### src/rtl/valve_program_sequencer.sv
// Valve-bank program sequencer: fetches 13-bit instructions from address 0,
// applies SET/UNSET to a registered valve vector and times DELAYs in ms units.
module valve_program_sequencer #(
    parameter int unsigned ADDR_W   = 8,
    parameter int unsigned TICK_DIV = 100000
) (
    input  logic              clk,
    input  logic              rst_n,
    input  logic              start,
    input  logic              abort,
    output logic [ADDR_W-1:0] imem_addr,
    input  logic [12:0]       imem_data,
    output logic [15:0]       valve_state,
    output logic              busy,
    output logic              done,
    output logic              err,
    output logic [ADDR_W-1:0] pc
);

    localparam int unsigned PRESC_W = (TICK_DIV > 1) ? $clog2(TICK_DIV) : 1;
    localparam int unsigned UNIT_W  = 14;
    localparam int unsigned DLY_W   = 6;

    localparam logic [2:0] S_IDLE  = 3'd0;
    localparam logic [2:0] S_FETCH = 3'd1;
    localparam logic [2:0] S_EXEC  = 3'd2;
    localparam logic [2:0] S_DELAY = 3'd3;
    localparam logic [2:0] S_DONE  = 3'd4;

    localparam logic [2:0] OP_HALT  = 3'd0;
    localparam logic [2:0] OP_SET   = 3'd1;
    localparam logic [2:0] OP_DELAY = 3'd2;

    logic [2:0]         state_q, state_d;
    logic [ADDR_W-1:0]  pc_q, pc_d;
    logic [15:0]        valve_q, valve_d;
    logic               err_q, err_d;
    logic               done_q, done_d;
    logic               busy_q, busy_d;
    logic [PRESC_W-1:0] presc_q, presc_d;
    logic [UNIT_W-1:0]  unit_q, unit_d;
    logic [UNIT_W-1:0]  ulim_q, ulim_d;
    logic [DLY_W-1:0]   dcnt_q, dcnt_d;

    logic [2:0]         opcode;
    logic [3:0]         valve_idx;
    logic               set_bit;
    logic [DLY_W-1:0]   dly;
    logic [2:0]         time_unit;
    logic               dbg;
    logic               at_end;
    logic [ADDR_W-1:0]  pc_inc;
    logic               retire;

    // Last value of the unit counter (unit_ms - 1); debug forces 1 ms units.
    function automatic logic [UNIT_W-1:0] unit_last(input logic [2:0] tu, input logic d);
        logic [UNIT_W-1:0] r;
        if (d) begin
            r = UNIT_W'(0);
        end else begin
            case (tu)
                3'd0:    r = UNIT_W'(0);
                3'd1:    r = UNIT_W'(9);
                3'd2:    r = UNIT_W'(99);
                3'd3:    r = UNIT_W'(999);
                3'd4:    r = UNIT_W'(9999);
                default: r = UNIT_W'(999);
            endcase
        end
        return r;
    endfunction

    assign opcode    = imem_data[12:10];
    assign valve_idx = imem_data[9:6];
    assign set_bit   = imem_data[0];
    assign dly       = imem_data[9:4];
    assign time_unit = imem_data[3:1];
    assign dbg       = imem_data[0];
    assign at_end    = (pc_q == {ADDR_W{1'b1}});
    assign pc_inc    = pc_q + ADDR_W'(1);

    always_ff @(posedge clk or negedge rst_n) begin
        if (!rst_n) begin
            state_q <= S_IDLE;
            pc_q    <= '0;
            valve_q <= '0;
            err_q   <= 1'b0;
            done_q  <= 1'b0;
            busy_q  <= 1'b0;
            presc_q <= '0;
            unit_q  <= '0;
            ulim_q  <= '0;
            dcnt_q  <= '0;
        end else begin
            state_q <= state_d;
            pc_q    <= pc_d;
            valve_q <= valve_d;
            err_q   <= err_d;
            done_q  <= done_d;
            busy_q  <= busy_d;
            presc_q <= presc_d;
            unit_q  <= unit_d;
            ulim_q  <= ulim_d;
            dcnt_q  <= dcnt_d;
        end
    end

    always_comb begin
        state_d = state_q;
        pc_d    = pc_q;
        valve_d = valve_q;
        err_d   = err_q;
        done_d  = done_q;
        busy_d  = busy_q;
        presc_d = presc_q;
        unit_d  = unit_q;
        ulim_d  = ulim_q;
        dcnt_d  = dcnt_q;
        retire  = 1'b0;

        case (state_q)
            S_IDLE, S_DONE: begin
                if (start) begin
                    pc_d    = '0;
                    err_d   = 1'b0;
                    done_d  = 1'b0;
                    busy_d  = 1'b1;
                    state_d = S_FETCH;
                end
            end
            S_FETCH: state_d = S_EXEC;
            S_EXEC: begin
                retire = 1'b1;
                case (opcode)
                    OP_HALT: begin
                        retire  = 1'b0;
                        busy_d  = 1'b0;
                        done_d  = 1'b1;
                        state_d = S_DONE;
                    end
                    OP_SET: valve_d[valve_idx] = set_bit;
                    OP_DELAY: begin
                        // A nonzero delay at the last address is dropped; the run ends in error.
                        if (dly != '0 && !at_end) begin
                            retire  = 1'b0;
                            dcnt_d  = dly;
                            presc_d = '0;
                            unit_d  = '0;
                            ulim_d  = unit_last(time_unit, dbg);
                            state_d = S_DELAY;
                        end
                    end
                    default: err_d = 1'b1;
                endcase
                if (retire) begin
                    if (at_end) begin
                        err_d   = 1'b1;
                        busy_d  = 1'b0;
                        done_d  = 1'b1;
                        state_d = S_DONE;
                    end else begin
                        pc_d    = pc_inc;
                        state_d = S_FETCH;
                    end
                end
            end
            S_DELAY: begin
                // Prescaler -> unit counter -> delay down-counter cascade.
                if (presc_q == PRESC_W'(TICK_DIV - 1)) begin
                    presc_d = '0;
                    if (unit_q == ulim_q) begin
                        unit_d = '0;
                        dcnt_d = dcnt_q - DLY_W'(1);
                        if (dcnt_q == DLY_W'(1)) begin
                            pc_d    = pc_inc;
                            state_d = S_FETCH;
                        end
                    end else begin
                        unit_d = unit_q + UNIT_W'(1);
                    end
                end else begin
                    presc_d = presc_q + PRESC_W'(1);
                end
            end
            default: begin
                busy_d  = 1'b0;
                done_d  = 1'b0;
                state_d = S_IDLE;
            end
        endcase

        if (abort) begin
            state_d = S_IDLE;
            pc_d    = '0;
            valve_d = '0;
            err_d   = 1'b0;
            done_d  = 1'b0;
            busy_d  = 1'b0;
            presc_d = '0;
            unit_d  = '0;
            ulim_d  = '0;
            dcnt_d  = '0;
        end
    end

    assign imem_addr   = pc_q;
    assign pc          = pc_q;
    assign valve_state = valve_q;
    assign busy        = busy_q;
    assign done        = done_q;
    assign err         = err_q;

endmodule

### config.mk
export PLATFORM = sky130hd
export DESIGN_NAME = valve_program_sequencer
export DESIGN_NICKNAME = d
export VERILOG_FILES = /design/src/rtl/valve_program_sequencer.sv
export SDC_FILE = /design/constraint.sdc
export NUM_CORES = 1
export LEC_CHECK = 0
export ABC_AREA = 1
export CAP_MARGIN = 20
export CORE_MARGIN = 2
export CORE_UTILIZATION = 40
export CTS_BUF_LIST = sky130_fd_sc_hd__clkbuf_4 sky130_fd_sc_hd__clkbuf_8
export DETAILED_ROUTE_END_ITERATION = 7
export HOLD_SLACK_MARGIN = 0.12
export SYNTH_ARGS = -nofsm -noshare
export SYNTH_HDL_FRONTEND = slang
export SYNTH_SLANG_ARGS = --single-unit
export TNS_END_PERCENT = 30
### constraint.sdc
create_clock -name clk -period 1.9 [get_ports clk]
set_input_delay 0.38 -clock clk [delete_from_list [all_inputs] [get_ports clk]]
set_output_delay 0.38 -clock clk [all_outputs]
set_load 0.02 [all_outputs]
==> results of run 1 <==
worst paths after layout:
check / slack, ns / endpoint / cells past startpoint
setup / recovery: 0.04 / pc[2] / 2
hold / removal: 0.42 / presc_q[15] / 2
setup reg to reg: 0.11 / state_q[2] / 12
hold reg to reg: 0.50 / ulim_q[10] / 2
max in group asynchronous: 0.96 / unit_q[11] / 3
min in group clk: 0.50 / ulim_q[10] / 2
routing by layer:
layer | up-vias | GRT usage | share of wire
met5 | - | 0 | 0
met4 | 0 | 0.0935 | 0.027
met3 | 31 | 0.0377 | 0.042
met2 | 123 | 0.358 | 0.47
met1 | 2327 | 0.279 | 0.46
li1 | 2483 | - | -
stage by stage:
| stage | cells | instance area [um^2] | total power [uW] |
|---|---|---|---|
| 6_report | 980 | 6380 | 4430 |
| 4_1_cts | 966 | 6180 | 4310 |
| 3_3_place_gp | 950 | 5960 | 2950 |
| 5_1_grt | 980 | 6380 | 4650 |
| 3_5_place_dp | 950 | 5960 | 2970 |
| 2_1_floorplan | 699 | 4820 | 2490 |
worst max-delay path: cells and delay by family, from the launching register on:
family | cells | cell delay, ns
buf+inv | 2 | 0.75
flops | 1 | 0.37
sequential cells by signal (all words and copies together) (netlist names):
signal	flops
busy	1
dcnt_q	6
done	1
err	1
imem_addr	8
presc_q	17
state_q	3
ulim_q	7
unit_q	14
valve_state	16
layout by cell type (no fill, tap or decap), types with 3 or more instances in the layout:
master           Yosys  routed
o21ai_0             37      37
a21oi_1              4       4
a31oi_1              3       3
ha_1                 5       4
dfrtp_1             74      73
nand2_2              6      11
nor3_1              14      13
xnor2_1              6       6
buf_4               10      83
nand2_1            222     217
inv_1               91      89
clkbuf_8             0      12
inv_2                2       3
o21ai_1              4       4
clkdlybuf4s50_1      0      49
o21bai_1             3       3
nor2_2               8      10
nand3b_1             3       3
nand4_1             32      32
nor2_4               3       8
o21ai_2              6       6
o211ai_1             4       4
nand3_1             42      40
nor2_1              82      76
buf_12               1       4
xor2_1               7       7
layout make-up:
class	instances	area [um^2]	area share
Clock inverter	2	35.0	0.00549
Inverter	94	358	0.0561
Clock buffer	13	173	0.0271
Sequential cell	74	1850	0.291
Timing Repair Buffer	140	1240	0.194
Multi-Input combinational cell	510	2540	0.398
Tap cell	147	184	0.0288
power by group:
part / internal (uW) / total (uW) / switching [uW] / leakage (uW)
clock: 721 / 1320 / 597 / 0.000109
sequential: 1660 / 1730 / 68.5 / 0.00102
combinational: 566 / 1380 / 811 / 0.00211
what timing repair did:
item                                   4_1_cts  5_1_grt
hold buffers                                 1        0
cloned                                       0        1
pin swaps                                    0        5
endpoints found under the hold margin       13        0
gates resized for setup                      2       26
setup buffers                                0       13
setup endpoints to repair                   12       46
cell families (layout without fill, tap and decap cells):
kind of cell	Yosys count	after routing	synth area share
AO/OA/AOI/OAI	70	70	0.0888
XOR/XNOR	13	13	0.0236
adder cells (fa/ha/maj)	5	5	0.0130
buffers and inverters	116	249	0.105
flip-flops	74	74	0.384
AND/OR/NAND/NOR	421	422	0.385
==> results.cfg, run 1 <==
[final_layout]
syn_to_final_growth_pct = 32.3
diodes = 0
final_util = 0.538
drive_gt1_frac = 0.187
nFillCells = 1139
final_nets = 851

[status]
status = finished, final reports clean

[yosys]
yosysWarnings = 0
synthCells = 699
synthesis.nets = 721
synth-edff-count = 0
synth_area_um2 = 4820
synth.area.top_cells = dfrtp_1 38%, nand2_1 17%, inv_1 7.1%
synth_area_per_cell_um2 = 6.90
yosysMostFrequentCell = nand2_1
synthFlopType = dfrtp_1
async_flop_share = 1.00
ys_types = 42
synth_seq_area_share = 0.384
synth_common_cells = 222 x nand2_1, 91 x inv_1, 82 x nor2_1
ys_ff_latch = 74
post-synth-top-area-fraction = 0.384
synth_area_leader_cell = dfrtp_1

[die]
die_y_um = 114
die_area_um2 = 12900
initial_core_util = 0.406
core_area_um2 = 11900
ioPinCount = 52
rows = 40
die_x_um = 114

[sta]
skew_ns = 0.0109
period_share = 0.980
fmax_mhz = 537
setup_violations = 0
period_needed_ns = 1.86
setup_tns_ns = 0
setup_slack_ns = 0.0384
rsz0062_at_grt = yes
hold-worst-slack_ns = 0.420
finalMaxSlewViolations = 0
slew_headroom = 0.691
worst_slew_pin_slew_ns = 0.463
finalHoldViolations = 0

[global_routing]
grt_max_degree = 33
antenna_found_initial = 0
grt_pass1_wl_um = 22600
grt_pass1_vias = 4876
grtUsageTotal = 0.216
grt_overflow = 0

[clock_network]
cts_buffers = 9
cts-root-buf = clkbuf_8
htreeDepth = 3
clock_latency_ns = 0.36
cts_tree = built
clock_sinks = 74
cts_buffer_depth = 2
clkTransAtPathRegs_ns = 0.08

[placement]
io_buffers = 51
place_ws_ns = -0.309
place_congestion = 0.940
dpl.hpwl_um = 9880

[worst_hold_path]
hp-class = in -> async

[pwr]
leakage_uw = 0.00325
vdd_drop_max_v = 0.000404
p_per_area_nw_per_um2 = 694

[detailed_routing]
vias = 4964
drc = 0
viasPerCell = 5.07
dr.pass1.iters = 4
routedWlPerCell_um = 13.6
wirelength_um = 13400
drt_iter0_markers = 233
ant_nets = 0

[setup_path]
path_max_fanout = 6
startpoint = imem_addr[2]
cp_slowest_cell = clkdlybuf4s50_1
endpoint_kind = output port
critPathKind = reg -> out
crit_required_ns = 1.52
worstReg2RegStart = presc_q[1]
critical-path-max-stage-delay_ns = 0.60
arrival_ns = 1.48
path_cells = buf_4 -> clkdlybuf4s50_1
start_kind = register

[job]
drv_cap = 0
No activity file was read; power rests on OpenSTA's default activity.
==> run 2: changes to the inputs <==
ABC_AREA = default   (was 1)
==> results.cfg, run 2 <==
[detailed_routing]
vias = 4234
drt_iter0_markers = 194
dr.pass1.iters = 6
viasPerCell = 5.44
routedWlPerCell_um = 15.5
drc = 0
wirelength_um = 12100
ant_nets = 0

[die]
rows = 37
die_y_um = 107
die_x_um = 107
core_area_um2 = 10300
ioPinCount = 52
initial_core_util = 0.412
die_area_um2 = 11500

[setup_path]
crit_buf_inv = 2
cp_slowest_cell = dfrtp_1
start_kind = register
crit_family = simple AND/OR/NAND/NOR gates
arrival_ns = 2.20
crit_required_ns = 2.18
path_cells = buf_6 -> nor3_4 -> o22ai_2 -> nor3_4 -> buf_6 -> o211ai_4 -> or3_1 -> o21ai_1
critPathKind = reg -> reg
reg2reg_slack_ns = -0.02
endpoint_kind = register
path_max_fanout = 8
critical-path-max-stage-delay_ns = 0.43

[final_layout]
final_nets = 660
syn_to_final_growth_pct = 46.3
regMostFlops = presc_q
fin_area_um2 = 6220
diodes = 0
final_cell_mix = 101 x buf_4, 70 x dfrtp_1, 48 x nand2_1
largest_reg_flops = 17
final_util = 0.602
layout_commonest_cell = buf_4
drive_gt1_frac = 0.302

[global_routing]
met3_usage = 0.0316
met1_usage = 0.303
grt_max_degree = 37
antenna_found_initial = 0
grt_overflow = 0
grt_pass1_wl_um = 20300
grtUsageTotal = 0.220
grt.busiest_layer = met2
grt_pass1_vias = 4169
met2_usage = 0.355

[worst_hold_path]
hp-class = reg -> reg

[yosys]
synth_area_um2 = 4250
synthCells = 488
ys_types = 60
post-synth-top-area-fraction = 0.436
yosysMostFrequentCell = dfrtp_1
synthesis.nets = 510
yosysWarnings = 0
synth-edff-count = 0
synth.area.top_cells = dfrtp_1 44%, o21ai_0 6.8%, nand2_1 4.6%
synthFlopType = dfrtp_1
async_flop_share = 1.00
ys_ff_latch = 74
synth_area_per_cell_um2 = 8.71
synth_common_cells = 74 x dfrtp_1, 58 x o21ai_0, 52 x nand2_1
synth_seq_area_share = 0.436
synth_area_leader_cell = dfrtp_1

[placement]
placed_area_um2 = 5580
dpl.hpwl_um = 8320
io_buffers = 51
place_congestion = 0.862

[clock_network]
cts-root-buf = clkbuf_8
cts_tree = built
clkTransAtPathRegs_ns = 0.08
cts_buffer_depth = 2
clock_latency_ns = 0.36
htreeDepth = 3
clock_sinks = 74
cts_buffers = 9

[sta]
finalMaxSlewViolations = 0
setup_tns_ns = -0.0395
finalHoldViolations = 0
worst_slew_pin_slew_ns = 0.508
slew_headroom = 0.661
skew_ns = 0.0101
setup_slack_ns = -0.0193
rsz0062_at_grt = yes
fmax_mhz = 521
setup_violations = 4
period_needed_ns = 1.92
period_share = 1.01

[pwr]
p_per_area_nw_per_um2 = 547
p_sw_frac = 0.271
p_int_uw = 2480
vdd_drop_max_v = 0.000312
leakage_uw = 0.00280
power_frac_seq = 0.476
combPwrFrac = 0.150
clockPowerShare = 0.374
p_sw_uw = 923

[status]
violations = negative setup slack
status = finished with violations

[job]
drv_cap = 0
## run 2: metal layers
metal	wire length [um]	vias to the layer above
met1	5590	2047
met3	435	18
li1	-	2079
met2	5860	90
met4	196	0
met5	0	-
## run 2: cell families after synthesis
| logic type | Yosys count | share of synthesized area |
|---|---|---|
| multiplexers | 8 | 0.0188 |
| AND/OR/NAND/NOR | 217 | 0.266 |
| AO/OA/AOI/OAI | 131 | 0.184 |
| adder cells (fa/ha/maj) | 7 | 0.0194 |
| XOR/XNOR | 16 | 0.0330 |
| flip-flops | 74 | 0.436 |
| buffers and inverters | 35 | 0.0433 |
## run 2: per-stage QoR
stage	total power, uW	setup WS, ns	std cells	hold WS [ns]
after global placement	2070	-0.600	748	0.375
after CTS	3400	0.00125	770	0.507
after global routing	3550	-0.132	779	0.533
after detailed placement	2080	-0.638	748	0.382
final	3400	-0.0193	779	0.491
after floorplan	1850	-0.162	488	0.0844
## run 2: worst paths after layout
check                          start          end  depth (start not counted)
setup / recovery           unit_q[5]    dcnt_q[1]                          8
hold / removal             dcnt_q[4]    dcnt_q[4]                          2
setup reg to reg           unit_q[5]    dcnt_q[1]                          8
hold reg to reg            dcnt_q[4]    dcnt_q[4]                          2
max in group asynchronous      rst_n   unit_q[10]                          3
min in group asynchronous      rst_n  presc_q[14]                          2
## run 2: worst min-delay path, cell delays in order (launching register included)
cell and delay (ns):
dfrtp_1 0.34, o21ai_1 0.07, o31ai_2 0.05
## run 2: what timing repair did
item / 4_1_cts / 5_1_grt
hold endpoints to repair: 34 / 0
gates cloned: 1 / 0
setup buffers: 6 / 9
setup endpoints to repair: 50 / 48
pin swaps: 18 / 11
hold buffers: 1 / 0
resized for setup: 48 / 54
## run 2: layout make-up
class                   instances  area (um^2)
clock buffers                  11          145
repair buffers                167         1470
multi-input cells             380         2500
inverters                       6         22.5
flip-flops and latches         74         1860
clock inverters                 5         55.1
fillers                       896         4110
well taps                     136          170
## run 2: power by group through the flow
stage	clock network, uW	logic (uW)	registers, uW
global route	1370	559	1620
floorplan	0	196	1650
finish	1270	511	1620
CTS	1310	473	1620
global placement	0	426	1650
detailed placement	0	432	1650
